--- config.mk ---
export PLATFORM = sky130hd
export DESIGN_NAME = dpram_port_master
export DESIGN_NICKNAME = d
export VERILOG_FILES = /design/src/rtl/dpram_port_master_pkg.sv /design/src/rtl/dpram_rsp_fifo.sv /design/src/rtl/dpram_port_master.sv
export SDC_FILE = /design/constraint.sdc
export NUM_CORES = 1
export LEC_CHECK = 0
export CAP_MARGIN = 20
export CELL_PAD_IN_SITES_DETAIL_PLACEMENT = 0
export CELL_PAD_IN_SITES_GLOBAL_PLACEMENT = 1
export CORE_UTILIZATION = 46
export CTS_CLUSTER_SIZE = 10
export DETAILED_ROUTE_END_ITERATION = 7
export HOLD_SLACK_MARGIN = 0.15
export MAX_ROUTING_LAYER = met4
export PLACE_DENSITY = 0.95
export SYNTH_ARGS = -nofsm -noshare
export SYNTH_HDL_FRONTEND = slang
export SYNTH_HIERARCHICAL = 1
export SYNTH_SLANG_ARGS = --single-unit
export TNS_END_PERCENT = 20
--- constraint.sdc ---
create_clock -name clk -period 6.15 [get_ports clk]
set_clock_uncertainty 0.1 [all_clocks]
set_input_delay 1.23 -clock clk [delete_from_list [all_inputs] [get_ports clk]]
set_output_delay 1.23 -clock clk [all_outputs]
set_load 0.1 [all_outputs]
--- src/rtl/dpram_port_master_pkg.sv ---
// rtl/dpram_port_master_pkg.sv - shared encodings and defaults for the dpram port master
package dpram_port_master_pkg;

    localparam int DEF_ADDR_W     = 8;
    localparam int DEF_DATA_W     = 8;
    localparam int DEF_DEPTH      = 8;
    localparam int DEF_RD_LAT     = 2;
    localparam int DEF_FIFO_DEPTH = 4;

    localparam logic MEM_READ  = 1'b0;
    localparam logic MEM_WRITE = 1'b1;

    typedef enum logic [1:0] {
        ST_INIT   = 2'd0,
        ST_IDLE   = 2'd1,
        ST_ACTIVE = 2'd2
    } state_t;

endpackage

--- src/rtl/dpram_rsp_fifo.sv ---
// rtl/dpram_rsp_fifo.sv - in-order read response buffer, head shown whenever non-empty
module dpram_rsp_fifo #(
    parameter int DATA_W = 8,
    parameter int DEPTH  = 4,
    parameter int CNT_W  = $clog2(DEPTH + 1)
) (
    input  logic              clk,
    input  logic              rst_n,
    input  logic              push,
    input  logic [DATA_W-1:0] push_rdata,
    input  logic              push_err,
    input  logic              pop,
    output logic              head_valid,
    output logic [DATA_W-1:0] head_rdata,
    output logic              head_err,
    output logic [CNT_W-1:0]  count
);

    localparam int PTR_W = (DEPTH > 1) ? $clog2(DEPTH) : 1;

    logic [DATA_W-1:0] data_q [DEPTH];
    logic [DEPTH-1:0]  err_q;
    logic [PTR_W-1:0]  wr_ptr;
    logic [PTR_W-1:0]  rd_ptr;
    logic              do_push;
    logic              do_pop;

    // Wrap explicitly so non power-of-two depths still cycle through every entry.
    function automatic logic [PTR_W-1:0] bump(input logic [PTR_W-1:0] p);
        return (p == PTR_W'(DEPTH - 1)) ? '0 : p + 1'b1;
    endfunction

    assign head_valid = (count != '0);
    assign do_pop     = pop && head_valid;
    assign do_push    = push && ((count != CNT_W'(DEPTH)) || do_pop);
    assign head_rdata = head_valid ? data_q[rd_ptr] : '0;
    assign head_err   = head_valid && err_q[rd_ptr];

    always_ff @(posedge clk or negedge rst_n) begin
        if (!rst_n) begin
            wr_ptr <= '0;
            rd_ptr <= '0;
            count  <= '0;
        end else begin
            if (do_push) begin
                wr_ptr <= bump(wr_ptr);
            end
            if (do_pop) begin
                rd_ptr <= bump(rd_ptr);
            end
            case ({do_push, do_pop})
                2'b10:   count <= count + 1'b1;
                2'b01:   count <= count - 1'b1;
                default: count <= count;
            endcase
        end
    end

    always_ff @(posedge clk) begin
        if (do_push) begin
            data_q[wr_ptr] <= push_rdata;
            err_q[wr_ptr]  <= push_err;
        end
    end

endmodule

--- src/rtl/dpram_port_master.sv ---
// rtl/dpram_port_master.sv - drives one RAM port: zero-fill at start, then ordered read/write requests
module dpram_port_master
    import dpram_port_master_pkg::*;
#(
    parameter int ADDR_W     = DEF_ADDR_W,
    parameter int DATA_W     = DEF_DATA_W,
    parameter int DEPTH      = DEF_DEPTH,
    parameter int RD_LAT     = DEF_RD_LAT,
    parameter int FIFO_DEPTH = DEF_FIFO_DEPTH
) (
    input  logic              clk,
    input  logic              rst_n,
    input  logic              req_valid,
    output logic              req_ready,
    input  logic              req_we,
    input  logic [ADDR_W-1:0] req_addr,
    input  logic [DATA_W-1:0] req_wdata,
    output logic              rsp_valid,
    input  logic              rsp_ready,
    output logic [DATA_W-1:0] rsp_rdata,
    output logic              rsp_err,
    output logic [ADDR_W-1:0] mem_addr,
    output logic [DATA_W-1:0] mem_din,
    output logic              mem_we,
    input  logic [DATA_W-1:0] mem_dout,
    output logic              init_done,
    output logic [7:0]        err_cnt
);

    localparam int                FCNT_W    = $clog2(FIFO_DEPTH + 1);
    localparam logic [ADDR_W:0]   DEPTH_C   = (ADDR_W + 1)'(DEPTH);
    localparam logic [ADDR_W-1:0] LAST_ADDR = ADDR_W'(DEPTH - 1);

    state_t            state;
    logic [RD_LAT-1:0] sr_v;
    logic [RD_LAT-1:0] sr_e;
    logic [RD_LAT-1:0] sr_v_nxt;
    logic [RD_LAT-1:0] sr_e_nxt;
    logic [ADDR_W-1:0] mem_addr_q;
    logic [DATA_W-1:0] mem_din_q;
    logic              mem_we_q;
    logic              in_range;
    logic              accept;
    logic              acc_rd;
    logic              acc_mem;
    logic              busy_nxt;
    int                inflight;
    logic              push;
    logic [DATA_W-1:0] push_rdata;
    logic              push_err;
    logic              pop;
    logic [FCNT_W-1:0] fifo_count;

    always_comb begin
        inflight = 0;
        for (int i = 0; i < RD_LAT; i++) begin
            inflight = inflight + 32'(sr_v[i]);
        end
    end

    // Writes wait for the read pipe to drain so a response never sees a later write.
    always_comb begin
        in_range = ({1'b0, req_addr} < DEPTH_C);
        if (state == ST_INIT) begin
            req_ready = 1'b0;
        end else if (req_we == MEM_WRITE) begin
            req_ready = (inflight == 0);
        end else begin
            req_ready = ((inflight + 32'(fifo_count)) < FIFO_DEPTH);
        end
        accept  = req_valid && req_ready;
        acc_rd  = accept && (req_we == MEM_READ);
        acc_mem = accept && in_range;
        if (acc_mem) begin
            mem_addr = req_addr;
            mem_din  = req_wdata;
            mem_we   = (req_we == MEM_WRITE);
        end else begin
            mem_addr = mem_addr_q;
            mem_din  = mem_din_q;
            mem_we   = mem_we_q;
        end
    end

    assign sr_v_nxt   = (sr_v << 1) | RD_LAT'(acc_rd);
    assign sr_e_nxt   = (sr_e << 1) | RD_LAT'(acc_rd && !in_range);
    assign push       = sr_v[RD_LAT-1];
    assign push_err   = sr_e[RD_LAT-1];
    assign push_rdata = push_err ? '0 : mem_dout;
    assign pop        = rsp_valid && rsp_ready;
    assign busy_nxt   = (sr_v_nxt != '0) ||
                        ((32'(fifo_count) + 32'(push) - 32'(pop)) != 0);

    always_ff @(posedge clk or negedge rst_n) begin
        if (!rst_n) begin
            state      <= ST_INIT;
            sr_v       <= '0;
            sr_e       <= '0;
            mem_addr_q <= '0;
            mem_din_q  <= '0;
            mem_we_q   <= 1'b0;
            init_done  <= 1'b0;
            err_cnt    <= 8'h00;
        end else begin
            case (state)
                ST_INIT: begin
                    mem_din_q <= '0;
                    if (!mem_we_q) begin
                        mem_we_q   <= MEM_WRITE;
                        mem_addr_q <= '0;
                    end else if (mem_addr_q == LAST_ADDR) begin
                        mem_we_q  <= MEM_READ;
                        init_done <= 1'b1;
                        state     <= ST_IDLE;
                    end else begin
                        mem_addr_q <= mem_addr_q + 1'b1;
                    end
                end
                default: begin
                    sr_v <= sr_v_nxt;
                    sr_e <= sr_e_nxt;
                    if (acc_mem) begin
                        mem_addr_q <= req_addr;
                        mem_din_q  <= req_wdata;
                    end
                    if (accept && !in_range && (err_cnt != 8'hFF)) begin
                        err_cnt <= err_cnt + 8'h01;
                    end
                    state <= busy_nxt ? ST_ACTIVE : ST_IDLE;
                end
            endcase
        end
    end

    dpram_rsp_fifo #(
        .DATA_W (DATA_W),
        .DEPTH  (FIFO_DEPTH),
        .CNT_W  (FCNT_W)
    ) u_rsp_fifo (
        .clk        (clk),
        .rst_n      (rst_n),
        .push       (push),
        .push_rdata (push_rdata),
        .push_err   (push_err),
        .pop        (pop),
        .head_valid (rsp_valid),
        .head_rdata (rsp_rdata),
        .head_err   (rsp_err),
        .count      (fifo_count)
    );

endmodule

==> out/metrics.cfg <==
[placed_design]
place_inst = 442
gp_congestion = 0.765
port_buffers = 65
dp_hpwl_um = 4800
post_dp_cell_area_um2 = 4480

[synth]
synthCells = 285
muxShareOfSynthArea_pct = 11.4
synth_flop_cell = dfrtp_1
yosysMostFrequentCell = dfrtp_1
synth_top_family_by_area = simple AND/OR/NAND/NOR gates
ys_seq_area_share_pct = 54.0
ys_types = 58
ys_ff_latch = 75
yosys-top-cells-count = dfrtp_1 (39), edfxtp_1 (36), mux2_2 (16), nor2b_1 (16), ha_1 (15)
synth_edf_count = 36
netlist_area_um2 = 3810
synth_compound_area_share_pct = 6.28
avgSynthCellArea_um2 = 13.4
yosysTopAreaCell = edfxtp_1
synth_top_area_share_pct = 28.4
yosysWarnings = 6
synth_fp_nets = 331
yosys.area_share.adder_pct = 5.98
synthSimpleGateAreaFrac_pct = 16.2
synthXorXnorAreaFrac_pct = 2.99
ys_top_cells_by_area = edfxtp_1 (28%), dfrtp_1 (26%), mux4_2 (5.3%), ha_1 (4.9%), mux2_2 (4.7%)
async_flop_share_pct = 52.0

[clock_network]
postCtsSetupBuffers = 0
cts_hold_buf = 0
cts_tree = done
ctsResizeCount = 0
ctsLongestPathBuffers = 2
root_buffer = clkbuf_8
cts_htree_levels = 3
clk_pin_slew_ps = 80
clkLatencyLatePin_ps = 340
cts_buffers = 9
cts_sinks = 75

[setup_path]
end_kind = output pin
worstPathArrival_ps = 3740
cp.required_ps = 4820
r2r_cells = 11
worstSetupStartpointType = input port
critPathMaxFanout = 21
critPathKind = input port to output pin

[run]
cap_violations = 0

[detailed_routing]
ant_nets = 0
drt_iter0_markers = 102
drc = 0
wl_per_cell_um = 14.9
vias = 2407
wl_um = 6840
viasPerCell = 5.26
dr.pass1.iters = 4

[final_layout]
fin_util_pct = 59.9
regArea_um2 = 2060
multi_input_area_um2 = 1630
areaGrowthSynthToFinish_pct = 23.5
fillers = 631
fin_cells = 458
drive_gt1_share_pct = 20.2
stdcell_area_um2 = 4700
antennaDiodeCount = 0
final_nets = 397

[timing]
fmax_mhz = 197
setup_viol = 0
final.setup.tns_ps = 0
layout_worst_path_cycle_share_pct = 82.5
rsz0062_at_grt = false
slew_headroom_pct = 34.2
final-hold-violation-count = 0
fin_crit_ps = 5070
tightest_slew_ps = 984
drv_slew = 0

[die]
die_height_um = 93.0
initial_core_util_pct = 48.5
rows = 32
die_w_um = 93.0
core_area_um2 = 7850
pin_count = 66
fp.dieArea_um2 = 8640

[worst_hold_path]
worstHoldPathCells = 1
hold_path.class = register to register

[global_routing]
track_usage_pct = 17.8
grt_max_degree = 40
overflow = 0
grt_pass1_vias = 2378
grt_pass1_wl_um = 11400
antenna_found_initial = 0

[run_status]
status = finished clean

cells in the final DEF (no fill, tap or decap), types with 3 or more instances in the layout:
cell and n:
nand2b_1 4, clkdlybuf4s50_1 52, nand2_1 12, clkbuf_8 9, xor2_1 7, a221o_1 4
nor2_1 10, buf_4 12, mux4_2 9, nand3_1 5, inv_6 3, and3_1 6
nor2b_1 16, edfxtp_1 36, ha_1 15, a31oi_1 3, nand4_1 3, a21oi_1 4
and2_1 10, and2_2 4, xnor2_1 6, mux2_2 16, nor3_1 4, o21a_1 3
and2b_1 6, o21ai_0 3, inv_1 13, dfrtp_1 39
final timing paths:
kind | from | endpoint | slack, ps
max | req_addr[6] | mem_addr[4] | 1080
min | init_done | init_done | 380
min in group asynchronous | rst_n | mem_addr_q[1] | 890
min reg2reg | init_done | init_done | 380
max in group asynchronous | rst_n | err_cnt[5] | 4510
max reg2reg | u_rsp_fifo/count[2] | state[0] | 2740
state kept, by name, summed over array words and instances (netlist names):
signal	count
mem_din_q	8
init_done	1
state	2
sr_e	2
u_rsp_fifo/wr_ptr	2
mem_we_q	1
mem_addr_q	8
u_rsp_fifo/rd_ptr	2
u_rsp_fifo/count	3
u_rsp_fifo/data_q	32
u_rsp_fifo/err_q	4
sr_v	2
err_cnt	8
critical path, stage by stage:
cell	delay, ps
clkdlybuf4s50_1	390
or4_1	530
nor2_2	160
and3_4	380
nor2b_1	80
clkdlybuf4s50_1	970
logic make-up (layout without fill, tap and decap cells):
family	Yosys count	in the layout
buf+inv	23	94
fa+ha+maj	17	17
simple gates	98	98
compound gates	30	30
xor+xnor	13	13
flops	75	75
mux	29	29
per-layer routing:
layer / global-route usage [%] / wire length [um]
met1: 21.4 / 3040
met2: 28.7 / 3460
met3: 3.37 / 233
met4: 8.72 / 107
met5: - / 0
stage by stage:
step | hold slack (ps) | setup WS (ps)
after floorplan | 339 | 1250
final | 379 | 1080
after global placement | 353 | 1100
after global routing | 416 | 943
after CTS | 384 | 1060
after detailed placement | 364 | 1060
cell type report:
cell class,instances,area share (%)
inverters,13,1.04
clock inverters,6,2.02
multi-input cells,187,34.7
clock buffers,10,2.71
repair buffers,65,13.1
well taps,102,2.71
flip-flops and latches,75,43.8
Power is left out: the tool's default activity adds up to more than one toggle a clock period on the data nets, which glitch-free logic cannot reach.
==> RTL edit 1, RTL diff (same flow settings) <==
`DEF_FIFO_DEPTH`: 4 -> 8.
--- a/src/rtl/dpram_port_master_pkg.sv
+++ b/src/rtl/dpram_port_master_pkg.sv
@@ -7,3 +7,3 @@
     localparam int DEF_RD_LAT     = 2;
-    localparam int DEF_FIFO_DEPTH = 4;
+    localparam int DEF_FIFO_DEPTH = 8;
 
Formal check against the unedited RTL: same outputs for any inputs over 10 cycles, from zero or initial values and one cycle with rst_n low; that may be too few to reach the edited logic, so the function may still have changed.
==> RTL edit 1 against the unedited design <==
Sequential cell count grew 39. Register-to-register slack lost 680 ps. Critical endpoint is now mem_addr[3]. Highest routed layer unchanged. Maximum frequency shrank 1.9%. Synthesized area grew 47%. First-iteration DRC count grew 110%. Final area grew 49%. Global-route usage grew 2.1 points. Routed wire length grew 63%. Cell count grew 39%. Worst setup slack lost 97 ps.
Power is left out: the tool's default activity adds up to more than one toggle a clock period on the data nets, which glitch-free logic cannot reach.
==> RTL edit 1: results (changes against the unedited design) <==
Clocking
  • Clk_lat worst skew: 410 ps (was 340 ps)
  • CTS Buf Count: 17 (was 9)
  • Clk root buf: clkbuf_16 (was clkbuf_8)
  • Post CTS Setup Buffer Count: 0 (unchanged)
  • Worst-path clk slew: 50 ps (was 80 ps)
  • Max clock buf depth: 2 (unchanged)
  • H-tree Lvls: 4 (was 3)
  • Post-cts resize count: 0 (unchanged)

Synthesis
  • Ys Warns: 6 (unchanged)
  • Main area contributors after synthesis: edfxtp_1 (39%), dfrtp_1 (19%), mux4_2 (7.2%) (was edfxtp_1 (28%), dfrtp_1 (26%), mux4_2 (5.3%))
  • Synth async-reset ratio: 0.368 (was 0.520)
  • Synth Area in Compound Gates: 0.0744 (was 0.0628)
  • Seq/Total Area, Yosys: 0.573 (was 0.540)
  • Mux cell area share after synthesis: 0.105 (was 0.114)
  • Xor/xnor share of the synthesized area: 0.0250 (was 0.0299)
  • Synth top cells by count: edfxtp_1 (72), dfrtp_1 (42), nand2_1 (26) (was dfrtp_1 (39), edfxtp_1 (36), mux2_2 (16), nor2b_1 (16), ha_1 (15))
  • Synth Area in Adders: 0.0482 (was 0.0598)
  • Top_reg_cell synth: edfxtp_1 (was dfrtp_1)
  • Post-synth EDFFs: 72 (was 36)
  • Number of distinct library cells after synthesis: 62 (was 58)
  • Mapped Nets: 459 (was 331)

Global route
  • Global-route usage over all layers: 0.199 (was 0.178)
  • Initial antenna violation count: 0 (unchanged)
  • Vias in the first global route: 3659 (was 2378)
  • Largest net degree at the start of global routing: 43 (was 40)
  • GR Overflow Total: 0 (unchanged)
  • First-pass GRT wire length: 18300 µm (was 11400 µm)

Drt
  • Initial detailed-routing violation count: 210 (was 102)
  • First drt pass iteration count: 4 (unchanged)
  • DRT antenna net count: 0 (unchanged)
  • Final WL: 11100 µm (was 6840 µm)
  • Via count: 3536 (was 2407)

Outcome
  • Outcome: finished clean (unchanged)

Timing
  • Worst slew pin tran: 1140 ps (was 984 ps)
  • Max-slew violations: 0 (unchanged)

Worst setup path
  • Critical-path maximum fanout: 13 (was 21)
  • Top delay family on crit path: buffers and inverters (unchanged)
  • Critical-path top delay cell: clkdlybuf4s50_1 (unchanged)
  • Critical path data arrival time: 3840 ps (was 3740 ps)
  • Largest incremental delay on the critical path: roughly 960 ps

Layout
  • Fin nets: 532 (was 397)
  • Top reg by flops: u_rsp_fifo/data_q (unchanged)
  • # diodes: 0 (unchanged)
  • FILL cells: 916 (was 631)
  • Layout cells sized above 1: 0.232 (was 0.202)
  • Max reg flops: 64 (was 32)

Placed design
  • Placer Congestion: 0.761 (was 0.765)
  • DP HPWL: 7320 µm (was 4800 µm)
  • PortBufs: 65 (unchanged)

Worst hold path
  • Min-delay worst type: reg2reg (unchanged)
==> RTL edit 1: path summary, 6_finish.rpt <==
kind                                     startpoint                   end  slack (ps)  cells after the start
worst max-delay path                    req_addr[7]           mem_addr[3]         980                      7
worst min-delay path                      init_done             init_done         360                      1
worst max register to register  u_rsp_fifo/count[1]              state[0]        2060                     12
worst min register to register            init_done             init_done         360                      1
max in group asynchronous                     rst_n               sr_e[1]        4500                      1
min in group asynchronous                     rst_n  u_rsp_fifo/rd_ptr[1]         870                      1
==> RTL edit 1: stage by stage <==
| step | hold WS [ps] | std cells | util | setup slack (ps) | area (µm²) |
|---|---|---|---|---|---|
| global route | 391 | 638 | 0.599 | 844 | 6980 |
| finish | 361 | 638 | 0.599 | 979 | 6980 |
| floorplan | 347 | 409 | - | 1810 | 5600 |
| detailed placement | 353 | 606 | 0.545 | 973 | 6360 |
| global placement | 348 | 605 | 0.543 | 1010 | 6330 |
| CTS | 370 | 638 | 0.599 | 971 | 6980 |
==> RTL edit 1: final cells by class <==
type | instances | share of cell area
Tap cell | 143 | 0.0256
Clock inverter | 13 | 0.0249
Clock buffer | 19 | 0.0649
Inverter | 17 | 0.00949
Multi-Input combinational cell | 262 | 0.319
Timing Repair Buffer | 70 | 0.0960
Sequential cell | 114 | 0.460
==> RTL edit 1: cells by family (layout without fill, tap and decap cells) <==
family / Yosys count / after routing
buffers and inverters: 33 / 119
XOR/XNOR: 16 / 16
AO/OA/AOI/OAI: 56 / 56
adder cells (fa/ha/maj): 21 / 21
AND/OR/NAND/NOR: 134 / 134
flip-flops: 114 / 114
multiplexers: 35 / 35
==> RTL edit 1: per-layer routing <==
layer | routed length [µm] | part of all wire | vias to the layer above | GRT usage
met4 | 197 | 0.018 | 0 | 0.0764
met2 | 5670 | 0.51 | 98 | 0.324
li1 | - | - | 1675 | -
met3 | 468 | 0.042 | 16 | 0.0481
met1 | 4800 | 0.43 | 1747 | 0.240
met5 | 0 | 0 | - | -
==> RTL edit 2, RTL diff (same flow settings) <==
Made on the original files. Encoding of `state_t`: now one-hot (3 bits for 3 states).
--- a/src/rtl/dpram_port_master_pkg.sv
+++ b/src/rtl/dpram_port_master_pkg.sv
@@ -12,6 +12,6 @@
 
-    typedef enum logic [1:0] {
-        ST_INIT   = 2'd0,
-        ST_IDLE   = 2'd1,
-        ST_ACTIVE = 2'd2
+    typedef enum logic [2:0] {
+        ST_INIT   = 3'b001,
+        ST_IDLE   = 3'b010,
+        ST_ACTIVE = 3'b100
     } state_t;
Check against the original RTL: no difference found for any inputs over 10 cycles, from zero or initial values and one cycle with rst_n low; not proved beyond that.
==> RTL edit 2 against the unedited design <==
Synthesized area grew 0.23%. Critical path depth stayed put. Worst setup slack worse by 22 ps. Sequential cell count grew 1. Die area up 0.23%. Cell count up 1.5%. Final area up 0.29%. Routed wire length grew 6.3%. Critical endpoint is now mem_addr[7].
Power is left out: the tool's default activity adds up to more than one toggle a clock period on the data nets, which glitch-free logic cannot reach.
==> RTL edit 2: results (changes against the unedited design) <==
Worst hold path
  • Min-delay worst type: reg2reg (unchanged)

Worst setup path
  • Critical path data arrival time: 3770 ps (was 3740 ps)
  • Critical-path maximum fanout: 18 (was 21)

Drt
  • DRC errors left: 0 (unchanged)
  • First drt pass iteration count: 4 (unchanged)
  • Via count: 2510 (was 2407)
  • Drt via density: 5.40 (was 5.26)
  • Initial detailed-routing violation count: 173 (was 102)
  • Final WL: 7270 µm (was 6840 µm)

Layout
  • Max reg flops: 32 (unchanged)
  • Fin nets: 404 (was 397)
  • Layout cells sized above 1: 0.196 (was 0.202)
  • # diodes: 0 (unchanged)
  • Top reg by flops: u_rsp_fifo/data_q (unchanged)

Global route
  • Initial antenna violation count: 0 (unchanged)
  • First-pass GRT wire length: 12500 µm (was 11400 µm)
  • GR Overflow Total: 0 (unchanged)
  • Largest net degree at the start of global routing: 41 (was 40)
  • Vias in the first global route: 2604 (was 2378)
  • Global-route usage over all layers: 0.194 (was 0.178)

Synthesis
  • Ys Warns: 6 (unchanged)
  • Post-synth EDFFs: 36 (unchanged)
  • Top_reg_cell synth: dfrtp_1 (unchanged)
  • Number of distinct library cells after synthesis: 56 (was 58)
  • Main area contributors after synthesis: edfxtp_1 (28%), dfrtp_1 (26%), mux4_2 (5.3%) (unchanged)
  • Post-Synthesis Cells: 291 (was 285)
  • Synth top cells by count: dfrtp_1 (39), edfxtp_1 (36), and2_1 (23) (was dfrtp_1 (39), edfxtp_1 (36), mux2_2 (16), nor2b_1 (16), ha_1 (15))
  • Synth async-reset ratio: 0.526 (was 0.520)
  • Mapped Nets: 337 (was 331)
  • Seq/Total Area, Yosys: 0.546 (was 0.540)

Clocking
  • Post-cts resize count: 0 (unchanged)
  • Clk root buf: clkbuf_8 (unchanged)
  • Post CTS Setup Buffer Count: 0 (unchanged)
  • Max clock buf depth: 2 (unchanged)
  • Worst-path clk slew: 80 ps (about the same)
  • CTS Buf Count: 9 (unchanged)
  • Clk_lat worst skew: 350 ps
  • H-tree Lvls: 3 (unchanged)

Placed design
  • Dpl cells: 449 (was 442)
  • DP HPWL: 5000 µm (was 4800 µm)
  • Placer Congestion: 0.789 (was 0.765)
  • PortBufs: 65 (unchanged)
  • Dpl cell area: 0.00451 mm² (was 0.00448 mm²)

Outcome
  • Outcome: finished clean (unchanged)

Timing
  • Worst slew pin tran: 998 ps (was 984 ps)
[RTL edit 2: changes by cell type in the layout (fill, tap and decap cells not counted), moves of 3 or more]
cell | before | now
a221o_1 | 4 | 0
o21ai_0 | 3 | 12
mux2_2 | 16 | 11
o21a_1 | 3 | 0
mux2_4 | 2 | 5
xor2_1 | 7 | 3
nand4_1 | 3 | 6
o2bb2ai_1 | 0 | 3
and2_1 | 10 | 23
nor2b_1 | 16 | 10
and2b_1 | 6 | 0
[RTL edit 2: logic make-up after synthesis]
logic type      synth area share
compound gates            0.0761
xor+xnor                  0.0230
fa+ha+maj                 0.0597
buf+inv                   0.0282
flops                      0.546
mux                        0.113
simple gates               0.154
[RTL edit 2: path summary, 6_finish.rpt]
path                       cells after the start                 from  slack, ps              endpoint
setup reg to reg                              11  u_rsp_fifo/count[2]       2880              state[1]
hold reg to reg                                2              sr_e[0]        380               sr_e[1]
min in group asynchronous                      1                rst_n        900  u_rsp_fifo/rd_ptr[0]
setup / recovery                               6          req_addr[6]       1050           mem_addr[7]
hold / removal                                 2              sr_e[0]        380               sr_e[1]
max in group asynchronous                      1                rst_n       4470               sr_e[1]
[RTL edit 2: cell type report]
cell class	count	area (µm²)
Clock inverter	7	80.1
Fill cell	625	3170
Tap cell	102	128
Inverter	14	52.6
Timing Repair Buffer	66	623
Multi-Input combinational cell	191	1620
Sequential cell	76	2080
Clock buffer	9	124
[RTL edit 2: routing by layer]
metal  GRT usage  part of all wire
met5           -                 0
met4      0.0731            0.0078
met3      0.0390             0.051
met2       0.308              0.49
met1       0.248              0.45
[RTL edit 2: critical path, cell delays in order]
cell and delay, ps:
clkdlybuf4s50_1 400, or4_4 540, nor2_4 150, nand3_4 240, and2_1 240, clkdlybuf4s50_1 960
[RTL edit 2: through the flow]
stage          hold WS [ps]  setup slack (ps)  utilization
3_3_place_gp            354              1050        0.572
5_1_grt                 415               951        0.598
3_5_place_dp            359              1030        0.572
6_report                381              1050        0.598
2_1_floorplan           346              1750            -
4_1_cts                 386              1020        0.598
